$ cat config.mk
export PLATFORM = sky130hd
export DESIGN_NAME = mpi_ring_scheduler
export DESIGN_NICKNAME = d
export VERILOG_FILES = /design/src/rtl/mpi_ring_scheduler.sv
export SDC_FILE = /design/constraint.sdc
export NUM_CORES = 2
export LEC_CHECK = 0
export CAP_MARGIN = 10
export CORE_MARGIN = 8
export CORE_UTILIZATION = 50
export DETAILED_ROUTE_END_ITERATION = 8
export PLACE_DENSITY_LB_ADDON = 0.1
export SLEW_MARGIN = 25
export SYNTH_ARGS = -nofsm -noshare
export SYNTH_HDL_FRONTEND = slang
export SYNTH_SLANG_ARGS = --single-unit
export TNS_END_PERCENT = 20
$ cat constraint.sdc
create_clock -name clk -period 5.8 [get_ports clk]
set_input_delay 0.58 -clock clk [delete_from_list [all_inputs] [get_ports clk]]
set_output_delay 0.58 -clock clk [all_outputs]
set_load 0.1 [all_outputs]
$ cat src/rtl/mpi_ring_scheduler.sv
// Ring all-reduce step scheduler: walks reduce-scatter then all-gather over N-1 steps each,
// issuing one tx and one rx chunk command per step and waiting for both datapath completions.
module mpi_ring_scheduler #(
   parameter int unsigned MAX_CLIENT = 8
) (
   input  logic        clk,
   input  logic        rstn,
   input  logic        start,
   input  logic [31:0] client_id,
   input  logic [31:0] client_num,
   input  logic [31:0] client_length,
   input  logic [63:0] base_addr,
   output logic        send_cmd_valid,
   input  logic        send_cmd_ready,
   output logic [7:0]  send_cmd_chunk,
   output logic [63:0] send_cmd_addr,
   output logic [31:0] send_cmd_len,
   output logic        recv_cmd_valid,
   input  logic        recv_cmd_ready,
   output logic [7:0]  recv_cmd_chunk,
   output logic [63:0] recv_cmd_addr,
   output logic        recv_cmd_reduce,
   input  logic        send_done,
   input  logic        recv_done,
   output logic        busy,
   output logic        done,
   output logic        error,
   output logic        phase,
   output logic [7:0]  step
);

   localparam logic [2:0] S_IDLE   = 3'd0;
   localparam logic [2:0] S_CHECK  = 3'd1;
   localparam logic [2:0] S_ISSUE  = 3'd2;
   localparam logic [2:0] S_WAIT   = 3'd3;
   localparam logic [2:0] S_NEXT   = 3'd4;
   localparam logic [2:0] S_FINISH = 3'd5;

   logic [2:0]  r_state;
   logic [31:0] r_id;
   logic [31:0] r_num;
   logic [31:0] r_len;
   logic [63:0] r_base;
   logic [7:0]  r_send_chunk;
   logic [7:0]  r_recv_chunk;
   logic [7:0]  r_step;
   logic        r_phase;
   logic        r_send_acc;
   logic        r_recv_acc;
   logic        r_send_flag;
   logic        r_recv_flag;
   logic        r_error;

   logic [7:0]  w_n8;
   logic        w_invalid;
   logic        w_send_fire;
   logic        w_recv_fire;
   logic        w_send_acc;
   logic        w_recv_acc;
   logic        w_track;
   logic        w_send_flag;
   logic        w_recv_flag;
   logic        w_phase_end;
   logic        w_last;
   logic [7:0]  w_send_dec;
   logic [7:0]  w_recv_dec;
   logic [7:0]  w_id_prev;

   assign w_n8      = r_num[7:0];
   assign w_invalid = (r_num < 32'd2) | (r_num > MAX_CLIENT) | (r_id >= r_num)
                    | (r_len == 32'd0);

   assign send_cmd_valid = (r_state == S_ISSUE) & ~r_send_acc;
   assign recv_cmd_valid = (r_state == S_ISSUE) & ~r_recv_acc;
   assign w_send_fire    = send_cmd_valid & send_cmd_ready;
   assign w_recv_fire    = recv_cmd_valid & recv_cmd_ready;
   assign w_send_acc     = r_send_acc | w_send_fire;
   assign w_recv_acc     = r_recv_acc | w_recv_fire;

   // Completion pulses only count once their own command has been taken this step
   assign w_track     = (r_state == S_ISSUE) | (r_state == S_WAIT);
   assign w_send_flag = r_send_flag | (w_track & send_done & w_send_acc);
   assign w_recv_flag = r_recv_flag | (w_track & recv_done & w_recv_acc);

   assign w_phase_end = (r_step == (w_n8 - 8'd2));
   assign w_last      = r_phase & w_phase_end;
   assign w_send_dec  = (r_send_chunk == 8'd0) ? (w_n8 - 8'd1) : (r_send_chunk - 8'd1);
   assign w_recv_dec  = (r_recv_chunk == 8'd0) ? (w_n8 - 8'd1) : (r_recv_chunk - 8'd1);
   assign w_id_prev   = (r_id[7:0] == 8'd0) ? (w_n8 - 8'd1) : (r_id[7:0] - 8'd1);

   always_ff @(posedge clk or negedge rstn) begin
      if (!rstn) begin
         r_state      <= S_IDLE;
         r_id         <= '0;
         r_num        <= '0;
         r_len        <= '0;
         r_base       <= '0;
         r_send_chunk <= '0;
         r_recv_chunk <= '0;
         r_step       <= '0;
         r_phase      <= 1'b0;
         r_send_acc   <= 1'b0;
         r_recv_acc   <= 1'b0;
         r_send_flag  <= 1'b0;
         r_recv_flag  <= 1'b0;
         r_error      <= 1'b0;
      end else begin
         case (r_state)
            S_IDLE: begin
               if (start) begin
                  r_id    <= client_id;
                  r_num   <= client_num;
                  r_len   <= client_length;
                  r_base  <= base_addr;
                  r_error <= 1'b0;
                  r_state <= S_CHECK;
               end
            end
            S_CHECK: begin
               if (w_invalid) begin
                  r_error <= 1'b1;
                  r_state <= S_FINISH;
               end else begin
                  r_step       <= '0;
                  r_phase      <= 1'b0;
                  r_send_chunk <= r_id[7:0];
                  r_recv_chunk <= w_id_prev;
                  r_send_acc   <= 1'b0;
                  r_recv_acc   <= 1'b0;
                  r_send_flag  <= 1'b0;
                  r_recv_flag  <= 1'b0;
                  r_state      <= S_ISSUE;
               end
            end
            S_ISSUE: begin
               r_send_acc  <= w_send_acc;
               r_recv_acc  <= w_recv_acc;
               r_send_flag <= w_send_flag;
               r_recv_flag <= w_recv_flag;
               if (w_send_acc && w_recv_acc) begin
                  r_state <= S_WAIT;
               end
            end
            S_WAIT: begin
               r_send_flag <= w_send_flag;
               r_recv_flag <= w_recv_flag;
               if (w_send_flag && w_recv_flag) begin
                  r_state <= S_NEXT;
               end
            end
            S_NEXT: begin
               r_send_acc  <= 1'b0;
               r_recv_acc  <= 1'b0;
               r_send_flag <= 1'b0;
               r_recv_flag <= 1'b0;
               if (w_last) begin
                  r_state <= S_FINISH;
               end else begin
                  r_send_chunk <= w_send_dec;
                  r_recv_chunk <= w_recv_dec;
                  if (w_phase_end) begin
                     r_phase <= 1'b1;
                     r_step  <= '0;
                  end else begin
                     r_step  <= r_step + 8'd1;
                  end
                  r_state <= S_ISSUE;
               end
            end
            S_FINISH: r_state <= S_IDLE;
            default:  r_state <= S_IDLE;
         endcase
      end
   end

   assign busy            = (r_state != S_IDLE);
   assign done            = (r_state == S_FINISH);
   assign error           = r_error;
   assign phase           = r_phase;
   assign step            = r_step;
   assign send_cmd_chunk  = r_send_chunk;
   assign recv_cmd_chunk  = r_recv_chunk;
   assign send_cmd_addr   = r_base + 64'(r_send_chunk) * 64'(r_len);
   assign recv_cmd_addr   = r_base + 64'(r_recv_chunk) * 64'(r_len);
   assign send_cmd_len    = r_len;
   // Gated by busy so the reset/idle value is 0 rather than ~phase
   assign recv_cmd_reduce = ~r_phase & busy;

endmodule

==> impl_metrics.toml <==
[cts]
root_buffer = "clkbuf_16"
clk_latency_ns = 0.52
tritoncts = "built"
holdBufCountCts = 0
clk_pin_slew_ns = 0.10
clock_sinks = 193
numCtsBuffers = 17
clock_path_buffers = 2
h-tree-depth = 4

[setup_path]
regToRegStartpoint = "r_num[1]"
startpoint_type = "flop"
rr_endpoint = "recv_cmd_chunk[0]"
slowest_stage = "fa_1"
worstPathArrival_ns = 6.27
crit_fanout = 6
max_stage_delay_ns = 0.55
crit_start = "send_cmd_chunk[2]"
reg2regPathDepth = 9
cpMostUsedCell = "fa_1"
crit_type = "flop to output pin"
crit_chain = "buf_12, buf_8, and2_4, fa_1, fa_1, fa_1, inv_2, fa_1, inv_2, ha_4, a21oi_2, o21a_1, nor3b_4, o311ai_4, o211ai_1, o31ai_4, a222oi_1, mux2i_1, o2111ai_2, buf_12"
cp-endpoint = "send_cmd_addr[40]"
end_kind = "output pin"
regToRegSetupSlack_ns = 2.11
crit_required_ns = 5.22

[floorplan]
num_io_pins = 358
core_area_um2 = 58600
die_height_um = 258
std_cell_rows = 89
die_w_um = 258
initial_utilization_pct = 50.2
die-area_um2 = 66800

[logic_synthesis]
seq_area_frac_synth_pct = 16.4
ys.flop_type = "dfrtp_1"
ys_ff_latch = 193
syn_avg_cell_area_um2 = 8.94
synth-warning-count = 0
yosysUniqueCellTypes = 74
syn_area_um2 = 29400
netlist_instances = 3285
ys_async_sr_fraction_pct = 100
syn-num-nets = 4059
synth_edf_count = 0

[finish]
final_common_cell = "inv_1"
nNetsFinal = 4811
area_growth_pct = 46.6
utilization_pct = 73.5
mostFrequentLayoutCells = "inv_1 (507), buf_4 (466), fa_1 (408)"
layout.cells.non_filler = 4825
drive_gt1_share_pct = 31.3
design_area_um2 = 43100

[run_status]
status = "complete, but fails checks"
violations = "negative setup slack"

[timing]
period_share_pct = 118
maxSlewHeadroom_pct = 26.1
clock.fmax_mhz = 146
worst_pin_slew_ns = 1.10
drv_slew = 0
skew_ns = 0.0189
setup_viol = 100
min_period_ns = 6.85
worst_slack_ns = -1.05
hold_viol = 0
hold_slack_ns = 0.0161
rsz0062_at_grt = "yes"

[place]
numPortBuffers = 357
gp_congestion = 0.923
dp.cells = 4660
hpwl_mm = 80.9
place_area_um2 = 39600

[detailed_routing]
ant_nets = 0
dr_total_vias = 26700
drc = 0
drtIter0Drc = 1863
routed_via_density = 5.54
routed_wl_mm = 105
wl_per_cell_um = 21.7
dr.pass1.iters = 5

[global_route]
grt_pass1_vias = 28300
overflow = 0
grt_max_degree = 161
antenna_found_initial = 3
grt_pass1_wl_mm = 163
grt_usage_pct = 31.1

[flow_run]
max_cap_viol_count = 0

[worst_hold_path]
min_path_type = "primary input to async pin"
[state kept, by name, summed over array words and instances, names as in the netlist]
| signal | flops |
|---|---|
| error | 1 |
| phase | 1 |
| r_base | 64 |
| r_id | 32 |
| r_num | 32 |
| r_recv_acc | 1 |
| r_recv_flag | 1 |
| r_send_acc | 1 |
| r_send_flag | 1 |
| r_state | 3 |
| recv_cmd_chunk | 8 |
| send_cmd_chunk | 8 |
| send_cmd_len | 32 |
| step | 8 |
[stage by stage]
step | setup slack, ns | setup TNS, ns
CTS | -1.06 | -65.26
global route | -1.19 | -80.04
detailed placement | -0.600 | -26.97
global placement | -0.519 | -22.96
finish | -1.05 | -63.51
floorplan | -0.794 | -50.42
[Yosys cell counts (all sizes together) (17+ instances only)]
cell type / n / area share [%]
nand2: 342 / 4.4
fa: 436 / 30
xnor2: 73 / 2.2
ha: 171 / 7.3
clkbuf: 166 / 2.1
xor2: 51 / 1.5
inv: 529 / 6.8
nor2: 85 / 1.1
and2: 365 / 7.8
mux2: 95 / 3.6
o311ai: 17 / 0.51
and3: 18 / 0.38
a21o: 79 / 2.0
nand2b: 22 / 0.47
o21ai: 144 / 2.5
nand4: 37 / 0.79
nor3: 53 / 0.90
buf: 18 / 0.32
nand3: 30 / 0.51
nor4: 27 / 0.57
dfrtp: 193 / 16
a21oi: 98 / 1.7
nor3b: 31 / 0.79
[cell type report]
class                      count  area [µm²]
multi-input combinational   2380       24900
fill                        4257       15500
timing repair buffer         916        9590
sequential                   193        4990
inverter                     529        1990
tap                          773         967
clock buffer                  17         425
clock inverter                15         221
antenna                        2        5.00
[how the worst min path moves through the flow]
stage          cells after the start  slack (ns)      from          to
6_report                           1        0.02      rstn  r_state[0]
3_5_place_dp                       1        0.51  r_id[18]    r_id[18]
2_1_floorplan                      0        0.28      rstn       error
5_1_grt                            1        0.06      rstn  r_state[0]
4_1_cts                            1        0.05      rstn     step[0]
3_3_place_gp                       1        0.50   r_id[9]     r_id[9]
[critical path: cells and delay by family, from the launching register on]
family	cells	cell delay, ns
flip-flops	1	0.50
multiplexers	1	0.30
AND/OR/NAND/NOR	2	0.44
buffers and inverters	5	0.60
adder cells (fa/ha/maj)	5	2.24
AO/OA/AOI/OAI	7	1.65
[layer usage]
metal / global-route usage (%) / share of wire (%) / vias to the layer above
met5: 0 / 0.012 / -
met1: 41.6 / 42 / 13600
li1: - / - / 12000
met2: 51.0 / 48 / 1002
met4: 9.42 / 3.5 / 2
met3: 5.94 / 6.6 / 202
[cells by family after synthesis]
family	Yosys count	share of synthesized area [%]
muxes	111	4.19
xor gates and xnor gates	124	3.70
AOI/OAI and AO/OA	469	10.4
DFF	193	16.4
buffers and inverters	713	9.21
and+or+nand+nor	1068	19.1
adders and majority gates	607	37.0
[what timing repair did]
item                       4_1_cts  5_1_grt
setup endpoints to repair      103      107
buffers inserted                76       52
pin swaps                      143      106
gates resized for setup        193      180
cloned                           1        3
Power is not shown: default switching activity piles up to over one toggle a cycle in this logic, so the estimate is an artifact.
